==> src/rtl/nw_job_scheduler.sv <==
// nw_job_scheduler
// Accepts string-pair jobs from two requesters (round-robin on ties), loads
// the winner's strings into a single Needleman-Wunsch grid, holds the grid
// in reset for a clear window, then runs it until grid_valid or a timeout.
// The outcome is returned on a valid/ready response port.
//
// Ports:
//   clk, reset              clock, async active-high reset
//   req0_*, req1_*          job request ports (valid/ready + two strings)
//   grid_reset              reset to the grid (high except while running)
//   grid_s1, grid_s2        strings driven to the grid
//   grid_score, grid_valid  grid result
//   rsp_valid, rsp_ready    response handshake
//   rsp_id, rsp_score       owning requester, captured score (0 on timeout)
//   rsp_timeout             job abandoned by timeout
//   busy                    a job is in flight or its response is pending
//
// state | meaning
// ------+---------------------------------------------------------------
// IDLE  | grid held in reset, waiting to grant a requester
// CLEAR | new strings applied, grid held in reset for CLEAR_CYCLES cycles
// RUN   | grid released, waiting for grid_valid or the timeout
// DONE  | response presented until rsp_ready
module nw_job_scheduler #(
    parameter int LENGTH       = 10,
    parameter int CWIDTH       = 2,
    parameter int SWIDTH       = 16,
    parameter int CLEAR_CYCLES = 2,
    parameter int TIMEOUT      = 1024,
    parameter int TWIDTH       = 16
) (
    input  logic                       clk,
    input  logic                       reset,
    input  logic                       req0_valid,
    output logic                       req0_ready,
    input  logic [LENGTH*CWIDTH-1:0]   req0_s1,
    input  logic [LENGTH*CWIDTH-1:0]   req0_s2,
    input  logic                       req1_valid,
    output logic                       req1_ready,
    input  logic [LENGTH*CWIDTH-1:0]   req1_s1,
    input  logic [LENGTH*CWIDTH-1:0]   req1_s2,
    output logic                       grid_reset,
    output logic [LENGTH*CWIDTH-1:0]   grid_s1,
    output logic [LENGTH*CWIDTH-1:0]   grid_s2,
    input  logic signed [SWIDTH-1:0]   grid_score,
    input  logic                       grid_valid,
    output logic                       rsp_valid,
    input  logic                       rsp_ready,
    output logic                       rsp_id,
    output logic signed [SWIDTH-1:0]   rsp_score,
    output logic                       rsp_timeout,
    output logic                       busy
);

    typedef enum logic [1:0] {IDLE, CLEAR, RUN, DONE} state_t;

    // Down-counter reload values: the phase ends on the cycle the counter
    // reads zero, so CLEAR lasts CLEAR_CYCLES cycles and RUN lasts at most
    // TIMEOUT cycles.
    localparam logic [TWIDTH-1:0] CLR_LOAD = TWIDTH'(CLEAR_CYCLES - 1);
    localparam logic [TWIDTH-1:0] RUN_LOAD = TWIDTH'(TIMEOUT - 1);

    state_t            state;
    state_t            state_nxt;
    logic [TWIDTH-1:0] cnt;
    logic              cnt_zero;
    logic              last_grant;
    logic              grant_any;
    logic              grant_id;
    logic              accept;

    always_comb begin
        grant_any  = req0_valid | req1_valid;
        // On a tie the requester that did not win last time goes next.
        grant_id   = (req0_valid & req1_valid) ? ~last_grant : req1_valid;
        req0_ready = (state == IDLE) & grant_any & ~grant_id;
        req1_ready = (state == IDLE) & grant_any & grant_id;
        accept     = req0_ready | req1_ready;
        cnt_zero   = (cnt == '0);
    end

    always_ff @(posedge clk or posedge reset) begin
        if (reset) begin
            state <= IDLE;
        end else begin
            state <= state_nxt;
        end
    end

    always_comb begin
        state_nxt  = state;
        grid_reset = 1'b1;
        rsp_valid  = 1'b0;
        busy       = 1'b1;
        case (state)
            IDLE: begin
                busy = 1'b0;
                if (accept) begin
                    state_nxt = CLEAR;
                end
            end
            CLEAR: begin
                if (cnt_zero) begin
                    state_nxt = RUN;
                end
            end
            RUN: begin
                grid_reset = 1'b0;
                if (grid_valid || cnt_zero) begin
                    state_nxt = DONE;
                end
            end
            DONE: begin
                rsp_valid = 1'b1;
                if (rsp_ready) begin
                    state_nxt = IDLE;
                end
            end
            default: begin
                state_nxt = IDLE;
            end
        endcase
    end

    always_ff @(posedge clk or posedge reset) begin
        if (reset) begin
            cnt         <= '0;
            last_grant  <= 1'b1;
            grid_s1     <= '0;
            grid_s2     <= '0;
            rsp_id      <= 1'b0;
            rsp_score   <= '0;
            rsp_timeout <= 1'b0;
        end else begin
            case (state)
                IDLE: begin
                    if (accept) begin
                        grid_s1    <= grant_id ? req1_s1 : req0_s1;
                        grid_s2    <= grant_id ? req1_s2 : req0_s2;
                        rsp_id     <= grant_id;
                        last_grant <= grant_id;
                        cnt        <= CLR_LOAD;
                    end
                end
                CLEAR: begin
                    cnt <= cnt_zero ? RUN_LOAD : cnt - 1'b1;
                end
                RUN: begin
                    // A result arriving in the final cycle beats the timeout.
                    if (grid_valid) begin
                        rsp_score   <= grid_score;
                        rsp_timeout <= 1'b0;
                    end else if (cnt_zero) begin
                        rsp_score   <= '0;
                        rsp_timeout <= 1'b1;
                    end else begin
                        cnt <= cnt - 1'b1;
                    end
                end
                default: begin
                end
            endcase
        end
    end

endmodule
==> config.mk <==
export PLATFORM = sky130hd
export DESIGN_NAME = nw_job_scheduler
export DESIGN_NICKNAME = d
export VERILOG_FILES = /design/src/rtl/nw_job_scheduler.sv
export SDC_FILE = /design/constraint.sdc
export NUM_CORES = 1
export LEC_CHECK = 0
export CAP_MARGIN = 20
export CORE_MARGIN = 4
export CORE_UTILIZATION = 41
export CTS_CLUSTER_DIAMETER = 200
export DETAILED_ROUTE_END_ITERATION = 10
export GPL_TIMING_DRIVEN = 0
export PLACE_DENSITY_LB_ADDON = 0.15
export SKIP_LAST_GASP = 1
export SYNTH_ARGS = -nofsm -noshare
export SYNTH_HDL_FRONTEND = slang
export SYNTH_SLANG_ARGS = --single-unit
==> constraint.sdc <==
create_clock -name clk -period 3.2 [get_ports clk]
set_input_delay 0.96 -clock clk [delete_from_list [all_inputs] [get_ports clk]]
set_output_delay 0.96 -clock clk [all_outputs]
set_load 0.01 [all_outputs]
* Word-level counts from Yosys, hierarchy flattened
Index checks and enable logic that the tools add are counted.
** Storage, ports and cells
- Flip-flop bits (word level) :: 77
- Input bits :: 102
** Cells by class
- Add/sub/neg operators :: 1
- Equality and inequality tests :: 9
- Multiplexer cells :: 20
- Bitwise gates (word level) :: 8
- Reduce and logical (&&, ||, !) cells :: 9
** Operator list (count)
- 16-bit two-way mux :: 6
- 16-bit one-hot mux with 3 select lines :: 1
- 20-bit two-way mux :: 2
- 16-bit zero test :: 1
- 16-bit by 1-bit subtractor with 16-bit output (second input constant) :: 1
- 2-bit inequality test (second input constant) :: 6
- 2-bit two-way mux :: 4
- 2-bit one-hot mux with 4 select lines :: 1
- 4-bit AND reduction :: 2
- 1-bit two-way mux :: 6
- 1-bit bitwise AND :: 4
- 2-bit == test (second input constant) :: 2
- 2-bit AND reduction :: 2
- 3-bit nonzero test :: 1
- 2-bit by 1-bit == test with 1-bit output (second input constant) :: 1
- 2-bit zero test :: 1
- 1-bit NOT :: 2
- 1-bit OR :: 2
- 2-bit nonzero test :: 1
- 1-bit logical OR :: 1

* Depth between registers and ports, before layout
Gate-level depths: netlist of the first run.
- Depth in word-level cells :: 7
- Gate-level depth with buffers :: 8

* Worst setup path before layout of the first run
No wires, ideal clock.
- Kind :: in2out
- Start :: input req1_valid
- End :: output req1_ready
- Data arrival time :: 1.646 ns
- Required time :: 2.240 ns
- Slack :: 0.594 ns
- Cell stages on the path :: 3
- Cells stage by stage :: nand2_1 -> a21oi_1 -> clkbuf_1
** On the way
- Longest elaborated chain between the ends :: 3
- Elaborated cells between the ends (all ways) :: 5
- Classes of those cells :: mux: 1; bitwise: 4
** Ends and longest elaborated chain
- start: declaration :: RTL line 38 : input logic req1_valid,
- 1-bit OR / 1-bit bitwise AND (equally long branches) :: RTL line 73, 75
- 1-bit bitwise AND / 1-bit two-way mux (equally long branches) :: RTL line 77, 75
- 1-bit bitwise AND (*) :: RTL line 77 : req1_ready = (state == IDLE) & grant_any & grant_id;
- end: declaration :: RTL line 39 : output logic req1_ready,
Mark *: on every way between the ends. The rest lies on a longest branch, timed or not.

* Final worst setup path of the first run
Same ends and word-level chain as after synthesis.

==> flow_metrics.py, run 1 <==
metrics = {
    "outcome": {
        "status": "completed",
    },
    "pwr": {
        "p_total_uw": 5190,
        "pwr-share-comb_pct": 54.4,
        "intPower_uw": 3140,
        "leakage_uw": 0.00254,
        "powerDensity_nw_per_um2": 937,
        "pwr-share-seq_pct": 32.5,
        "switchingPower_uw": 2050,
        "irDropWorstVdd_v": 0.000477,
        "switching_share_pct": 39.5,
        "clockPowerShare_pct": 13.1,
    },
    "placement": {
        "port-buffer-count": 164,
        "gp_congestion": 0.791,
        "dp_hpwl_um": 7900,
    },
    "die": {
        "die_y_um": 100,
        "core_area_um2": 8260,
        "row_count": 33,
        "fp.dieW_um": 100,
        "num_io_pins": 165,
        "die-area_um2": 10100,
        "initial_core_util_pct": 42.3,
    },
    "layout": {
        "fin_nets": 614,
        "area_growth_pct": 58.5,
        "antenna_cells": 0,
        "layout-drive-gt1-share_pct": 7.63,
    },
    "sta": {
        "rsz0062_at_grt": "true",
        "finalClockSkew_ps": 13.7,
        "worst_slew_pin_slew_ps": 694,
        "finalSetupViolations": 0,
        "hold_viol_final": 0,
        "hold_ws_ps": 481,
        "finalMaxSlewViolations": 0,
        "relSlewSlack_pct": 53.4,
        "fmax_mhz": 316,
        "period_share_pct": 98.9,
        "period_needed_ps": 3170,
        "final.setup.tns_ps": 0,
    },
    "worst_hold_path": {
        "hold_path_class": "reg -> reg",
        "hold_start": "rsp_id$_DFFE_PP0P_",
        "holdPathEnd": "rsp_id$_DFFE_PP0P_",
        "holdPathStages": 1,
    },
    "synthesis": {
        "synth_ff_type": "dfrtp_1",
        "synth_nets": 436,
        "synth_commonest_cells": "76 x dfrtp_1, 53 x inv_1, 40 x a222oi_1",
        "yosys.area.top_type": "dfrtp_1",
        "synthCells": 328,
        "synth_edf_count": 0,
        "yosys_warnings": 0,
        "synth.yosys.seq_area_share_pct": 55.2,
        "synth_top_area_share_pct": 54.5,
        "ys_ff_latch": 77,
        "synth.distinct_cells": 37,
        "syn_area_per_cell_um2": 10.6,
        "synth_area_leaders": "dfrtp_1 54%, a222oi_1 11%, inv_1 5.7%",
        "synth.most_common_cell": "dfrtp_1",
        "synth_area_um2": 3490,
        "async_reset_ff_share_pct": 100,
    },
    "run": {
        "drv_cap": 0,
    },
    "critical_path": {
        "worstPathRequired_ps": 2240,
        "max_stage_delay_ps": 540,
        "path_cells": "clkdlybuf4s15_1 > nand2_1 > a21oi_4 > clkbuf_8 > clkdlybuf4s50_1",
        "worst_path_dominant_cell_family": "buffers and inverters",
        "critPathArrivalTime_ps": 2210,
        "reg2reg_from": "cnt[0]$_DFFE_PP0P_",
        "criticalPathCategory": "in -> out",
        "crit_path_end_kind": "primary output",
        "path_depth": 5,
        "reg2regPathDepth": 7,
        "cp_max_fo": 10,
        "worst_path_max_delay_cell": "clkdlybuf4s50_1",
        "reg2reg_slack_ps": 600,
        "start_kind": "primary input",
        "worst-path-buf-inv": 3,
        "r2r-end": "rsp_score[9]$_DFFE_PP0P_",
    },
    "detailed_routing": {
        "routed_wl_um": 10700,
        "ant_nets": 0,
        "num_vias": 3332,
        "firstDrtPassIters": 8,
        "drc": 0,
        "post_drt_wl_per_cell_um": 17.4,
        "initialDrtViolationCount": 316,
        "viasPerCell": 5.41,
    },
    "grt": {
        "global_route.overflow_total": 0,
        "grt_pass1_vias": 3440,
        "grt_pass1_wl_um": 16900,
        "grt_util_all_layers_pct": 21.2,
        "grt_max_degree": 61,
        "grt_antenna_before_repair": 0,
    },
    "clock_network": {
        "cts_root_buf": "clkbuf_8",
        "cts_tree": "done",
        "cts_buffers": 9,
        "clock-sinks": 77,
        "cts_buffer_depth": 2,
        "h-tree-depth": 3,
        "clk_latency_ps": 350,
        "clkTransAtPathRegs_ps": 70,
    },
}
[state kept, by name, summed over array words and instances, names as in the netlist]
name,count
rsp_timeout,1
cnt,16
grid_s2,20
rsp_id,1
state,2
rsp_score,16
last_grant,1
grid_s1,20
[kinds of logic (layout without fill, tap and decap cells)]
family,count (synthesis),count (layout),share of synthesized area (%)
multiplexers,1,1,0.323
flip-flops,77,77,55.2
adder cells (fa/ha/maj),6,6,2.15
buffers and inverters,74,257,8.17
AND/OR/NAND/NOR,64,64,9.71
AO/OA/AOI/OAI,106,106,24.4
[repair_timing]
action	in CTS	in global routing
setup endpoints to repair	2	2
cloned	0	0
setup buffers	2	0
resized for setup	13	3
hold buffers	0	0
[power groups by stage]
stage	combinational (uW)	clock (uW)	sequential [uW]
floorplan	1400	0	1800
global placement	2710	0	1670
detailed placement	2790	0	1680
CTS	2840	691	1680
global route	3100	737	1740
finish	2820	677	1690
[how the worst max path moves through the flow]
stage	start	end	slack, ps
finish	req1_valid	req1_ready	30
global route	req1_valid	req1_ready	-30
CTS	req0_valid	req0_ready	10
detailed placement	req1_valid	req1_ready	-800
global placement	reset	rsp_score[15]$_DFFE_PP0P_	-1020
floorplan	reset	cnt[0]$_DFFE_PP0P_	270
[layer usage]
layer | vias to the layer above | wire, um | GRT usage, %
met5 | - | 0 | 0
met4 | 0 | 230 | 7.67
met3 | 21 | 837 | 5.70
met2 | 141 | 5420 | 35.7
met1 | 1586 | 4230 | 26.1
li1 | 1584 | - | -
[cell usage in the layout (no fill, tap or decap), types with 12 or more instances in the layout]
cell type,n
clkdlybuf4s50_1,162
dfrtp_1,76
inv_1,52
a222oi_1,40
nor2_1,18
a22o_1,16
nand2_1,15
clkbuf_1,13
o21ai_0,13
clkbuf_8,12
[final cells by class]
| class | count | area [um^2] |
|---|---|---|
| buffer | 21 | 106 |
| clock buffer | 10 | 138 |
| clock inverter | 6 | 46.3 |
| fill | 642 | 2730 |
| inverter | 53 | 201 |
| multi-input combinational | 177 | 1300 |
| sequential | 77 | 1930 |
| tap | 105 | 131 |
| timing repair buffer | 167 | 1680 |
[through the flow]
stage,instances,area [um^2],setup WS (ps),utilization [%]
floorplan,328,3490,275,-
detailed placement,598,5290,-798,64.1
CTS,616,5530,10.8,67.0
global placement,597,5260,-1020,63.7
global route,616,5530,-29.1,67.0
finish,616,5530,34.2,67.0
No activity file was read; power rests on OpenSTA's default activity.
==> inputs of run 2 (changes only) <==
ABC_CLOCK_PERIOD_IN_PS = 3200   (was default)
CORE_UTILIZATION = 42   (was 41)
CTS_BUF_LIST = sky130_fd_sc_hd__clkbuf_4 sky130_fd_sc_hd__clkbuf_8   (was default)
==> run 2 against run 1 <==
Final cell count fell by 0.65%; clock power rose by 29%; critical path depth did not move; highest routed layer unchanged; largest power group unchanged; utilization rose by 3.9 points.
==> flow_metrics.py, run 2 (same netlist as run 1, synthesis figures left out) <==
metrics = {
    "worst_hold_path": {
        "hold_path_class": "reg -> reg",
    },
    "clock_network": {
        "h-tree-depth": 3,
        "cts_tree": "done",
        "hold_buffers": 0,
        "cts_buffer_depth": 2,
        "clock-sinks": 77,
        "clkTransAtPathRegs_ps": 70,
        "cts_buffers": 9,
        "cts_root_buf": "clkbuf_8",
        "clk_latency_ps": 340,
    },
    "sta": {
        "finalSetupViolations": 0,
        "hold_viol_final": 0,
        "rsz0062_at_grt": "true",
        "finalMaxSlewViolations": 0,
        "hold_ws_ps": 486,
        "period_share_pct": 98.6,
        "period_needed_ps": 3150,
        "relSlewSlack_pct": 54.7,
        "finalClockSkew_ps": 7.09,
        "worst_slew_pin_slew_ps": 675,
        "fmax_mhz": 317,
        "final.setup.tns_ps": 0,
    },
    "detailed_routing": {
        "routed_wl_um": 10800,
        "drc": 0,
        "post_drt_wl_per_cell_um": 17.7,
        "firstDrtPassIters": 6,
        "initialDrtViolationCount": 270,
        "num_vias": 3413,
        "ant_nets": 0,
        "viasPerCell": 5.58,
    },
    "placement": {
        "port-buffer-count": 164,
        "dpl_cell_area_um2": 5290,
        "dp_hpwl_um": 8240,
        "gp_congestion": 0.800,
    },
    "critical_path": {
        "start_kind": "primary input",
        "cp_max_fo": 10,
        "cp-endpoint": "req0_ready",
        "crit_path_end_kind": "primary output",
        "reg2reg_slack_ps": 610,
        "critPathArrivalTime_ps": 2190,
        "max_stage_delay_ps": 540,
        "startpoint": "req0_valid",
        "reg2reg_from": "cnt[0]$_DFFE_PP0P_",
        "worst_path_max_delay_cell": "clkdlybuf4s50_1",
        "reg2regPathDepth": 7,
        "worstPathRequired_ps": 2240,
        "criticalPathCategory": "in -> out",
        "r2r-end": "cnt[11]$_DFFE_PP0P_",
        "path_cells": "clkdlybuf4s15_2 > nand2_1 > a21oi_4 > clkbuf_8 > clkdlybuf4s50_1",
    },
    "grt": {
        "grt_max_degree": 64,
        "global_route.overflow_total": 0,
        "grt_pass1_vias": 3690,
        "grt_pass1_wl_um": 17600,
        "grt_util_all_layers_pct": 22.1,
        "grt_antenna_before_repair": 0,
    },
    "die": {
        "num_io_pins": 165,
        "core_area_um2": 7890,
        "die-area_um2": 9830,
        "die_y_um": 99.2,
        "row_count": 32,
        "initial_core_util_pct": 44.3,
        "fp.dieW_um": 99.2,
    },
    "layout": {
        "mostFrequentLayoutCells": "162 x clkdlybuf4s50_1, 76 x dfrtp_1, 52 x inv_1",
        "reg_top3": "grid_s1: 20 flops, grid_s2: 20 flops",
        "fillers": 574,
        "fin_nets": 615,
        "final_common_cell": "clkdlybuf4s50_1",
        "fin_area_um2": 5590,
        "layout-drive-gt1-share_pct": 7.65,
        "area_growth_pct": 60.1,
        "antenna_cells": 0,
    },
    "pwr": {
        "irDropWorstVdd_v": 0.000485,
        "powerDensity_nw_per_um2": 964,
        "leakage_uw": 0.00257,
    },
    "run": {
        "drv_cap": 0,
    },
    "outcome": {
        "status": "completed",
    },
}
==> run 2: cell count changes in the layout (fill, tap and decap cells not counted) <==
cell             delta
clkdlybuf4s15_1     -1
clkinvlp_4          -1
clkdlybuf4s15_2     +1
clkinv_2            -1
clkinv_4            -2
bufinv_16           +3
buf_4               +1
inv_6               -1
==> run 2: worst max-delay path, delay by kind of cell <==
kind,cells,cell delay (ps)
buf+inv,3,960
compound gates,1,170
simple gates,1,100
==> run 2: routing by layer <==
layer | share of wire [%] | vias to the layer above | global-route usage, %
met5 | 0 | - | 0
met4 | 3.2 | 0 | 9.14
met3 | 6.3 | 28 | 5.68
met2 | 51 | 127 | 37.1
met1 | 40 | 1677 | 27.1
li1 | - | 1581 | -
==> run 2: cell type report <==
cell class	instances	area, um^2	area share, %
Sequential cell	77	1930	34.5
Clock inverter	4	97.6	1.75
Clock buffer	10	138	2.46
Inverter	53	201	3.60
Timing Repair Buffer	168	1690	30.2
Multi-Input combinational cell	177	1300	23.3
Buffer	21	106	1.90
Tap cell	102	128	2.28
==> run 2: worst min path at each step <==
stage                                  start            endpoint  depth (start not counted)
after floorplan           cnt[7]$_DFFE_PP0P_  cnt[7]$_DFFE_PP0P_                          1
after global placement    rsp_id$_DFFE_PP0P_  rsp_id$_DFFE_PP0P_                          1
after detailed placement  rsp_id$_DFFE_PP0P_  rsp_id$_DFFE_PP0P_                          1
after CTS                 rsp_id$_DFFE_PP0P_  rsp_id$_DFFE_PP0P_                          1
after global routing      rsp_id$_DFFE_PP0P_  rsp_id$_DFFE_PP0P_                          1
final                     rsp_id$_DFFE_PP0P_  rsp_id$_DFFE_PP0P_                          1
==> run 2: through the flow <==
step	std cells	setup slack, ps	utilization (%)	power (uW)
floorplan	328	275	-	3210
global placement	594	-1010	66.7	4370
detailed placement	595	-772	67.1	4480
CTS	610	9.11	70.7	5420
global route	612	-14.1	70.9	5790
finish	612	45.3	70.9	5390
==> run 2: timing repair <==
| action | CTS | global route |
|---|---|---|
| gates resized for setup | 15 | 2 |
| setup endpoints to repair | 2 | 2 |
| setup buffers | 1 | 2 |
| endpoints found under the hold margin | 0 | 0 |
==> run 2: power by group <==
group          leakage [uW]  internal (uW)  switching (uW)  total (uW)
Combinational       0.00148           1430            1400        2830
Clock              0.000114            531             340         871
Sequential         0.000978           1400             278        1680
==> edit, RTL diff (config.mk and constraints of run 2) <==
Reset style: synchronous (`reset`), changed in 2 clocked blocks. Comments in the files are not updated.
--- a/src/rtl/nw_job_scheduler.sv
+++ b/src/rtl/nw_job_scheduler.sv
@@ -81,3 +81,3 @@
 
-    always_ff @(posedge clk or posedge reset) begin
+    always_ff @(posedge clk) begin
         if (reset) begin
@@ -124,3 +124,3 @@
 
-    always_ff @(posedge clk or posedge reset) begin
+    always_ff @(posedge clk) begin
         if (reset) begin
Check against the original RTL: differs if reset is asserted again (counterexample within 4 cycles, from zero or initial values and one cycle with reset high); with reset held inactive, the same outputs for 10 cycles.
==> edit against run 2 <==
Worst setup slack gained 0.063 ns. Clock skew grew 0.00078 ns. Global-route usage grew 1.1 points. Largest power group unchanged. Worst hold slack lost 0.0065 ns. Final area shrank 2.9%. Utilization shrank 1.4 points. Synthesized area shrank 2.5%. Die area shrank 2.3%. Routed wire length grew 5.1%. Sequential cell count is the same. Total power shrank 11%. Clock power shrank 8.2%.
==> edit: results (changes against run 2) <==
Synthesis
  • Post-synth cell types: 55 (+49%)
  • Multiplexer share of the synthesized area: 0.00294 (-0.000285)
  • Adder-Cell Fraction of Synth Area: 0.0257 (+0.00423)
  • XOR/XNOR Fraction of Synth Area: 0.00257 (+0.00257)
  • Synthesized instance count: 359 (+9.5%)
  • Synth Area in Compound Gates: 0.286 (+0.0423)
  • Sequential fraction of the synthesis area: 0.453 (-0.0994)
  • Top post-synthesis cells by area: dfxtp_1 (45%), a222oi_1 (12%), nor2_1 (7.8%)
  • Synth top cells by count: dfxtp_1 (77), nor2_1 (71), a222oi_1 (40)
  • Post-synth top flop: dfxtp_1

STA
  • Highest Clock Rate: 323 MHz (+2.1%)
  • Clk_skew: 0.00788 ns (+0.000783 ns)
  • Worst Hold Margin: 0.479 ns (-0.00649 ns)

Detailed routing
  • Total number of vias: 3690 (+8.1%)
  • Drt pass-1 iters: 8 (+2)
  • WL/cell: 17.8 um (+0.39%)
  • Routed wire length: 11400 um (+5.1%)

Placed design
  • Placed Area: 0.00516 mm2 (-2.4%)
  • Port bufs: 163 (-0.61%)
  • Gpl congestion: 0.928 (+16%)
  • Place WS: -0.804 ns (-0.0320 ns)
  • Placed wire-length estimate: 8570 um (+4.1%)

Critical path
  • Critical path destination: req1_ready
  • Crit path DAT: 2.13 ns (-0.06 ns)
  • Worst R2R Start: state[0]
  • Worst r2r dst: cnt[15]

Finish
  • Layout cell share with drive strength beyond 1: 0.0928 (+0.0163)
  • Fin nets: 644 (+4.7%)

Pwr
  • Internal Pwr Total: 2.87 mW (-15%)
  • Leak: 2.09 nW (-19%)
  • VDD IR max: 0.393 mV (-19%)
  • P per Cell Area: 882 mW/mm2 (-8.4%)
  • Power Clock: 0.800 mW (-8.2%)

Global route
  • GRT Resource Usage Total: 0.232 (+0.0106)

Min path
  • WHS Path Cells: 2 (+1)
  • WHS Endpoint: rsp_timeout

Status
  • Status: finished, final reports clean
edit: final cells by class:
cell class / count / area [um2]
timing repair buffer: 165 / 1640
multi-input combinational: 242 / 1690
buffer: 30 / 174
clock buffer: 11 / 139
clock inverter: 4 / 73.8
inverter: 10 / 37.5
tap: 102 / 128
fill: 617 / 2380
sequential: 77 / 1540
edit: layer usage:
layer	part of all wire	wire, um	GRT usage	up-vias
met3	0.087	994	0.0800	32
met1	0.39	4470	0.271	1750
met4	0.038	432	0.100	0
met2	0.48	5490	0.385	167
met5	0	0	0	-
li1	-	-	-	1741
edit: repair_timing:
item,4_1_cts,5_1_grt
gates resized for setup,13,4
hold endpoints to repair,0,0
setup buffers,2,0
setup endpoints to repair,2,2
edit: critical path, cell delays in order (launching register included):
cell	delay (ns)
dfxtp_1	0.36
inv_1	0.11
ha_1	0.14
buf_2	0.18
nand2_1	0.11
a21oi_4	0.14
clkbuf_8	0.19
clkdlybuf4s50_1	0.55
